--- config.mk ---
export PLATFORM = sky130hd
export DESIGN_NAME = i2c_xlate_arbiter
export DESIGN_NICKNAME = d
export VERILOG_FILES = /design/src/rtl/i2c_xlate_arbiter.sv
export SDC_FILE = /design/constraint.sdc
export NUM_CORES = 1
export LEC_CHECK = 0
export CAP_MARGIN = 20
export CORE_ASPECT_RATIO = 1.2
export CORE_MARGIN = 8
export CORE_UTILIZATION = 40
export CTS_BUF_LIST = sky130_fd_sc_hd__clkbuf_8 sky130_fd_sc_hd__clkbuf_16
export DETAILED_ROUTE_END_ITERATION = 16
export PLACE_DENSITY = 0.78
export SETUP_SLACK_MARGIN = 0.3
export SYNTH_ARGS = -nofsm -noshare
export SYNTH_HDL_FRONTEND = slang
export SYNTH_SLANG_ARGS = --single-unit
--- constraint.sdc ---
create_clock -name clk -period 3 [get_ports clk]
set_input_delay 0.6 -clock clk [delete_from_list [all_inputs] [get_ports clk]]
set_output_delay 0.6 -clock clk [all_outputs]
set_load 0.005 [all_outputs]
--- src/rtl/i2c_xlate_arbiter.sv ---
// Round-robin arbiter that shares one I2C master byte engine between NREQ requesters,
// remapping one virtual target address and enforcing a watchdog on each transaction.
module i2c_xlate_arbiter #(
    parameter int NREQ    = 4,
    parameter int TIMEOUT = 1024
) (
    input  logic              clk,
    input  logic              rst,
    input  logic [NREQ-1:0]   req_valid,
    input  logic [7*NREQ-1:0] req_addr,
    input  logic [NREQ-1:0]   req_rw,
    input  logic [8*NREQ-1:0] req_wdata,
    output logic [NREQ-1:0]   req_gnt,
    output logic [NREQ-1:0]   req_done,
    output logic [7:0]        req_rdata,
    output logic              req_nack,
    output logic              req_timeout,
    input  logic              xlate_en,
    input  logic [6:0]        xlate_from,
    input  logic [6:0]        xlate_to,
    output logic              m_cmd_valid,
    input  logic              m_cmd_ready,
    output logic [6:0]        m_cmd_addr,
    output logic              m_cmd_rw,
    output logic [7:0]        m_cmd_wdata,
    input  logic              m_rsp_valid,
    input  logic [7:0]        m_rsp_rdata,
    input  logic              m_rsp_nack,
    output logic              m_abort,
    output logic              busy
);

    localparam int IW = $clog2(NREQ);
    localparam int TW = $clog2(TIMEOUT + 1);

    typedef enum logic [1:0] {
        IDLE,
        ISSUE,
        WAIT,
        DONE
    } state_t;

    state_t state, state_next;

    logic [IW-1:0]   rr, owner, pick;
    logic            pick_valid;
    logic [IW:0]     scan;
    logic [TW-1:0]   timer;
    logic            expired;
    logic [NREQ-1:0] owner_oh;

    logic [6:0] addr_arr  [NREQ];
    logic [7:0] wdata_arr [NREQ];

    logic [6:0] addr_q;
    logic       rw_q;
    logic [7:0] wdata_q;
    logic [7:0] rdata_q;
    logic       nack_q;
    logic       timeout_q;

    always_comb begin
        for (int unsigned i = 0; i < NREQ; i++) begin
            addr_arr[i]  = req_addr[7*i +: 7];
            wdata_arr[i] = req_wdata[8*i +: 8];
        end
    end

    // First pending requester found scanning rr, rr+1, ... with wrap at NREQ.
    always_comb begin
        pick       = '0;
        pick_valid = 1'b0;
        scan       = '0;
        for (int unsigned i = 0; i < NREQ; i++) begin
            scan = {1'b0, rr} + (IW+1)'(i);
            if (scan >= (IW+1)'(NREQ))
                scan = scan - (IW+1)'(NREQ);
            if (!pick_valid && req_valid[IW'(scan)]) begin
                pick_valid = 1'b1;
                pick       = IW'(scan);
            end
        end
    end

    always_comb begin
        owner_oh = NREQ'(1) << owner;
    end

    // Timer compares with >= so a handshake landing exactly on expiry still
    // leaves the following WAIT cycle able to expire.
    always_comb begin
        state_next  = state;
        expired     = 1'b0;
        m_abort     = 1'b0;
        m_cmd_valid = 1'b0;
        req_gnt     = '0;
        req_done    = '0;
        req_rdata   = '0;
        req_nack    = 1'b0;
        req_timeout = 1'b0;
        busy        = (state != IDLE);
        case (state)
            IDLE: begin
                if (pick_valid)
                    state_next = ISSUE;
            end
            ISSUE: begin
                m_cmd_valid = 1'b1;
                req_gnt     = owner_oh;
                if (m_cmd_ready) begin
                    state_next = WAIT;
                end else if (timer >= TW'(TIMEOUT - 1)) begin
                    expired    = 1'b1;
                    m_abort    = 1'b1;
                    state_next = DONE;
                end
            end
            WAIT: begin
                req_gnt = owner_oh;
                if (m_rsp_valid) begin
                    state_next = DONE;
                end else if (timer >= TW'(TIMEOUT - 1)) begin
                    expired    = 1'b1;
                    m_abort    = 1'b1;
                    state_next = DONE;
                end
            end
            DONE: begin
                req_gnt     = owner_oh;
                req_done    = owner_oh;
                req_rdata   = rdata_q;
                req_nack    = nack_q;
                req_timeout = timeout_q;
                state_next  = IDLE;
            end
            default: state_next = IDLE;
        endcase
    end

    always_ff @(posedge clk or posedge rst) begin
        if (rst) begin
            state     <= IDLE;
            rr        <= '0;
            owner     <= '0;
            timer     <= '0;
            addr_q    <= '0;
            rw_q      <= 1'b0;
            wdata_q   <= '0;
            rdata_q   <= '0;
            nack_q    <= 1'b0;
            timeout_q <= 1'b0;
        end else begin
            state <= state_next;
            case (state)
                IDLE: begin
                    if (pick_valid) begin
                        owner   <= pick;
                        addr_q  <= (xlate_en && addr_arr[pick] == xlate_from) ? xlate_to : addr_arr[pick];
                        rw_q    <= req_rw[pick];
                        wdata_q <= wdata_arr[pick];
                        timer   <= '0;
                    end
                end
                ISSUE, WAIT: begin
                    timer <= timer + 1'b1;
                    if (state == WAIT && m_rsp_valid) begin
                        rdata_q   <= rw_q ? m_rsp_rdata : 8'h00;
                        nack_q    <= m_rsp_nack;
                        timeout_q <= 1'b0;
                    end else if (expired) begin
                        rdata_q   <= 8'h00;
                        nack_q    <= 1'b0;
                        timeout_q <= 1'b1;
                    end
                end
                DONE: begin
                    rr <= (owner == IW'(NREQ - 1)) ? '0 : owner + 1'b1;
                end
                default: ;
            endcase
        end
    end

    assign m_cmd_addr  = addr_q;
    assign m_cmd_rw    = rw_q;
    assign m_cmd_wdata = wdata_q;

endmodule

### Word level (Yosys, flattened, before mapping)

Cells that the tools add are included.

| operators by class | value |
|---|---|
| bitwise gates (word level) | 1 |
| muxes and demuxes | 54 |
| reductions and logical operators | 17 |
| add/sub/neg operators | 9 |
| equality and inequality tests | 6 |
| order comparisons | 11 |
| shifts and indexed selects | 1 |

Operators with widths:

| cell | count |
|---|---|
| two-way mux 8 bit | 6 |
| two-way mux 2 bit | 13 |
| case mux 11 bit (2 select lines) | 1 |
| two-way mux 7 bit | 3 |
| two-way mux 1 bit | 19 |
| binary-select mux 8 bit (select 2 bit) | 1 |
| less-than comparator 2 x 3 -> 1 bit, second input constant | 5 |
| binary-select mux 7 bit (select 2 bit) | 1 |
| greater-or-equal comparator 3 bit, second input constant | 4 |
| adder 11 x 1 -> 11 bit, second input constant | 1 |
| greater-or-equal comparator 11 x 10 -> 1 bit, second input constant | 1 |
| two-way mux 11 bit | 1 |
| binary-select mux 1 bit (select 2 bit) | 5 |
| two-way mux 4 bit | 2 |
| case mux 2 bit (4 select lines) | 1 |
| subtractor 2 x 1 -> 2 bit, second input constant | 4 |
| == test 7 bit | 1 |
| adder 2 x 2 -> 3 bit, second input constant | 2 |
| == test 2 bit, second input constant | 3 |
| AND reduction 2 bit | 3 |
| nonzero test 2 bit | 3 |
| logical AND 1 bit | 5 |
| << shifter 1 x 2 -> 4 bit, first input constant | 1 |
| adder 2 x 1 -> 3 bit, second input constant | 1 |
| other kinds (10) | 12 |

| word-level totals | value |
|---|---|
| bits of input ports | 96 |
| output and inout bits | 37 |
| logic and storage cells | 109 |
| bits in registers | 43 |

### Logic depth before layout (Yosys ltp)

Gate-level depths: netlist of the first run.

| depth | value |
|---|---|
| word-level depth | 21 |
| mapped depth | 10 |
| mapped depth without buffers | 9 |

### Worst setup path before layout of the first run

Ideal clock, no wire load.

| timing | value |
|---|---|
| path kind | input to register |
| start point | in req_valid[2] |
| end point | reg addr_q[1], in the netlist m_cmd_addr[1] |
| library setup time | 0.141 ns |
| slack | 0.583 ns |
| stages | 9 |
| required time | 2.859 ns |
| arrival time | 2.276 ns |
| path through | mux2i_1 -> o22ai_1 -> or2_1 -> buf_6 -> mux4_2 -> xnor2_1 -> nand4_1 -> o21ai_0 -> a31oi_1 |

| between the ends | value |
|---|---|
| longest elaborated chain between the ends | 19 |
| elaborated cells on any way between the ends | 30 |
| classes of those cells | eq/ne (1); mux (20); bitwise (1); reduce/logical (8) |

RTL lines:

| item | line | source |
|---|---|---|
| start, declared | 9 | `input logic [NREQ-1:0] req_valid,` |
| binary-select mux 1 bit (select 2 bit) | 78 | `if (!pick_valid && req_valid[IW'(scan)]) begin` |
| two-way mux 1 bit (implied by the code) | 78 |  |
| two-way mux 1 bit | 78 |  |
| zero test 1 bit | 78 |  |
| logical AND 1 bit | 78 |  |
| two-way mux 1 bit | 78 |  |
| zero test 1 bit | 78 |  |
| logical AND 1 bit | 78 |  |
| [... 2 more ...] | n/a |  |
| logical AND 1 bit | 78 |  |
| two-way mux 2 bit | 78 |  |
| inverter 2 -> 3 bit (implied by the code) | 158 | `addr_q <= (xlate_en && addr_arr[pick] == xlate_from) ? xlate_to : addr_arr[pick];` |
| binary-select mux 7 bit (select 2 bit) | 158 |  |
| two-way mux 7 bit (implied by the code) (2 in a row) | 158 |  |
| == test 7 bit | 158 |  |
| logical AND 1 bit | 158 |  |
| two-way mux 7 bit | 158 |  |
| end signal, assigned | 158 |  |
| end, declared | 55 | `logic [6:0] addr_q;` |

Several ways; a longest one is shown, not always the timed one. The select of a mux whose other input is x is not followed.
A chain may end at the register's enable or synchronous reset.

### Worst setup path after layout of the first run

| timing | value |
|---|---|
| start point | in m_cmd_ready |
| end point | out m_abort |

| between the ends | value |
|---|---|
| longest elaborated chain between the ends | 2 |

RTL lines:

| item | line | source |
|---|---|---|
| start, declared | 22 | `input logic m_cmd_ready,` |
| two-way mux 1 bit | 110 | `if (m_cmd_ready) begin` |
| case mux 1 bit (2 select lines) | 102 | `case (state)` |
| end, declared | 29 | `output logic m_abort,` |

Every way passes these cells.

==> metrics.cfg, run 1 <==
[status]
status = completed

[timing]
fin_setup_tns_ns = 0
period_share_pct = 86.9
min_period_ns = 2.61
finClkSkew_ns = 0.00556
maxSlewViolCount = 0
hold_viol = 0
setup_viol = 0
fmax_ghz = 0.384
worst_pin_slew_ns = 0.857
layout_setup_ws_ns = 0.394
timing.slew.headroom_pct = 42.8
rsz0062_at_grt = true

[worst_setup_path]
startpoint_type = input pin
cp.arrival_ns = 2.01
cp-endpoint = m_abort
timing.rr.start = rr[1]
rr_endpoint = m_cmd_addr[0]
end_kind = primary output
startpoint = m_cmd_ready
cp_max_fo = 2
r2r_slack_ns = 0.46
crit_required_ns = 2.40
worst-setup-path-type = in -> out
ff2ff_path_depth = 8

[pwr]
p_leak_nw = 1.95
total_power_mw = 3.36
worst_ir_drop_vdd_v = 0.000499
pwr_density_cell_nw_per_um2 = 730

[route]
drtPass1Iterations = 6
vias = 2913
drt_iter0_markers = 111
wire_per_inst_um = 15.2
routed_wl_um = 8490
drtAntennaViolNets = 0
avgViaCountPerCell = 5.20
route.detailed.drc = 0

[yosys]
ys_types = 45
yosysWarnings = 0
syn_avg_cell_area_um2 = 9.01
async_reset_ff_share_pct = 100
synth-main-ff-cell = dfrtp_1
synth_nets = 425
synth_edf_count = 0
netlist_instances = 319
ys_ff_latch = 43
syn-cell-area_um2 = 2870
yosysSeqAreaShare_pct = 37.4

[placed_design]
pre_cts_slack_ns = -0.288
place_area_um2 = 4390
port_buffers = 132
gp_congestion = 0.916
hpwlAfterDp_um = 6850

[floorplan]
start_util_pct = 40.5
rows = 34
floorplan.die_area_um2 = 10200
die_w_um = 93.4
coreArea_um2 = 7100
fp.dieH_um = 109
boundaryPins = 133

[job]
maxCapViolCount = 0

[grt]
grt_pass1_vias = 3013
grt_max_degree = 44
grt_first_pass_wirelength_um = 14100
grt-ovfl-total = 0
grt_use_total_pct = 16.8
antenna_found_initial = 0

[clock_tree]
cts_buffers = 5
cts.htree.levels = 2
clk_path_buf_depth = 2
cts_tree = done
cts_hold_buf = 0
path_clk_slew_ns = 0.07
clkSinkCount = 43
cts_root_buf = clkbuf_8
clk-insertion-delay-late_ns = 0.29

[min_path]
min_path_type = reg -> reg

[layout]
fin_nets = 575
antenna_cells = 0
finalInstanceArea_um2 = 4600
syn_to_final_growth_pct = 60.2
layout-drive-gt1-share_pct = 16.2

-- kinds of logic (layout without fill, tap and decap cells) --
group                      after synthesis  count (layout)  synth area share (%)
xor gates and xnor gates                11              11                  3.87
DFF                                     43              43                  37.4
buffers and inverters                   34             185                  5.57
muxes                                   27              27                  12.5
AOI/OAI and AO/OA                       76              76                  15.8
adders and majority gates               10              10                  4.35
and+or+nand+nor                        118             118                  20.5
-- layer usage --
metal	global-route usage, %	part of all wire [%]	vias up
met4	6.34	2.1	0
met1	18.2	38	1369
met5	0	0	-
li1	-	-	1430
met3	3.86	6.1	13
met2	31.0	53	101
-- how the worst min path moves through the flow --
stage	start	end	slack, ns	depth (start not counted)
floorplan	timer[6]	timer[6]	0.47	1
global placement	m_cmd_wdata[0]	m_cmd_wdata[0]	0.47	2
detailed placement	m_cmd_wdata[5]	m_cmd_wdata[5]	0.48	2
CTS	m_cmd_wdata[5]	m_cmd_wdata[5]	0.49	2
global route	m_cmd_wdata[4]	m_cmd_wdata[4]	0.51	2
finish	m_cmd_wdata[5]	m_cmd_wdata[5]	0.49	2
-- synth_stat cells (2+ instances only) --
cell / number / area (um2)
o21ai_0: 23 / 115
a21o_1: 2 / 15.0
nand4_1: 19 / 119
and2_1: 17 / 106
o22ai_1: 2 / 12.5
buf_2: 2 / 10.0
inv_1: 19 / 71.3
nor3b_1: 2 / 15.0
mux2_2: 10 / 113
and3_1: 2 / 12.5
nand2_1: 32 / 120
xnor2_1: 5 / 43.8
a21oi_1: 7 / 35.0
nor3_1: 2 / 10.0
ha_1: 10 / 125
xor2_1: 4 / 35.0
or2_1: 2 / 12.5
a211oi_1: 2 / 15.0
buf_6: 4 / 45.0
a31oi_1: 7 / 43.8
mux4_2: 6 / 135
xnor2_2: 2 / 32.5
nor2_1: 26 / 97.6
nand3_1: 4 / 20.0
clkbuf_1: 8 / 30.0
nor2b_1: 7 / 43.8
mux2i_1: 11 / 110
o21ai_1: 20 / 100
dfrtp_1: 43 / 1080
nand2b_1: 4 / 25.0
-- per-stage QoR --
step	hold slack, ns	utilization [%]	instances
2_1_floorplan	0.469	-	319
3_3_place_gp	0.469	61.8	547
3_5_place_dp	0.476	61.8	547
4_1_cts	0.493	64.1	558
5_1_grt	0.512	64.8	560
6_report	0.486	64.8	560
-- sequential cells by signal, indices dropped and copies added, names as in the netlist --
| register | cells |
|---|---|
| timer | 11 |
| m_cmd_wdata | 8 |
| rdata_q | 8 |
| m_cmd_addr | 7 |
| owner | 2 |
| rr | 2 |
| state | 2 |
| m_cmd_rw | 1 |
| nack_q | 1 |
| timeout_q | 1 |
-- cells in the final DEF, fill, tap and decap left out, types with 2 or more instances in the layout --
master | netlist | routed
dfrtp_1 | 43 | 42
a21o_1 | 2 | 2
or2_4 | 0 | 2
o21ai_0 | 23 | 18
clkdlybuf4s50_1 | 0 | 128
mux2_2 | 10 | 10
inv_2 | 0 | 3
ha_1 | 10 | 8
nor2b_2 | 0 | 2
nand4_1 | 19 | 19
clkbuf_8 | 0 | 5
a21oi_1 | 7 | 5
mux4_2 | 6 | 6
dlymetal6s2s_1 | 0 | 2
nor3b_1 | 2 | 2
a31oi_1 | 7 | 7
nor2b_1 | 7 | 5
buf_4 | 0 | 25
inv_1 | 19 | 17
xor2_1 | 4 | 4
nand2_1 | 32 | 31
dlygate4sd2_1 | 0 | 2
ha_2 | 0 | 2
xnor2_1 | 5 | 2
a21oi_2 | 0 | 2
nor2_1 | 26 | 25
and2_1 | 17 | 16
nand2b_1 | 4 | 4
nand3_1 | 4 | 4
nor3_1 | 2 | 2
mux2i_1 | 11 | 11
xnor2_2 | 2 | 5
o21ai_1 | 20 | 25
-- where the power goes --
group / internal (mW) / switching [mW] / total (mW)
logic: 1.08 / 0.935 / 2.01
registers: 0.818 / 0.183 / 1.00
clock network: 0.159 / 0.192 / 0.351
-- area by class of cell --
| cell class | count | area (um2) |
|---|---|---|
| clock buffer | 5 | 68.8 |
| tap | 90 | 113 |
| multi-input combinational | 242 | 1730 |
| clock inverter | 3 | 16.3 |
| timing repair buffer | 158 | 1530 |
| sequential | 43 | 1080 |
| fill | 558 | 2500 |
| inverter | 19 | 71.3 |
-- worst max-delay path, cell delays in order --
cell             delay (ns)
clkdlybuf4s50_1        0.46
nor2b_2                0.15
o21ai_0                0.10
nor2_1                 0.17
clkdlybuf4s50_1        0.53
-- what timing repair did --
item,4_1_cts,5_1_grt
gates resized for setup,19,13
setup endpoints to repair,8,8
setup buffers,3,2
pin swaps,6,9
(Power assumes the default switching activity.)
==> run 2: changes to the inputs <==
--- a/config.mk
+++ b/config.mk
@@ -11,6 +11,7 @@
 export CORE_UTILIZATION = 40
 export CTS_BUF_LIST = sky130_fd_sc_hd__clkbuf_8 sky130_fd_sc_hd__clkbuf_16
 export DETAILED_ROUTE_END_ITERATION = 16
+export HOLD_SLACK_MARGIN = 0.06
 export PLACE_DENSITY = 0.78
 export SETUP_SLACK_MARGIN = 0.3
 export SYNTH_ARGS = -nofsm -noshare
==> results of run 2 <==
Same layout as run 1: the final DEF is identical, and so are final timing and power.
==> run 3: changes to the inputs <==
--- a/config.mk
+++ b/config.mk
@@ -14,6 +14,7 @@
 export HOLD_SLACK_MARGIN = 0.06
 export PLACE_DENSITY = 0.78
 export SETUP_SLACK_MARGIN = 0.3
+export SLEW_MARGIN = 10
 export SYNTH_ARGS = -nofsm -noshare
 export SYNTH_HDL_FRONTEND = slang
 export SYNTH_SLANG_ARGS = --single-unit
==> results of run 3 <==
Same layout as run 1: the final DEF is identical, and so are final timing and power.
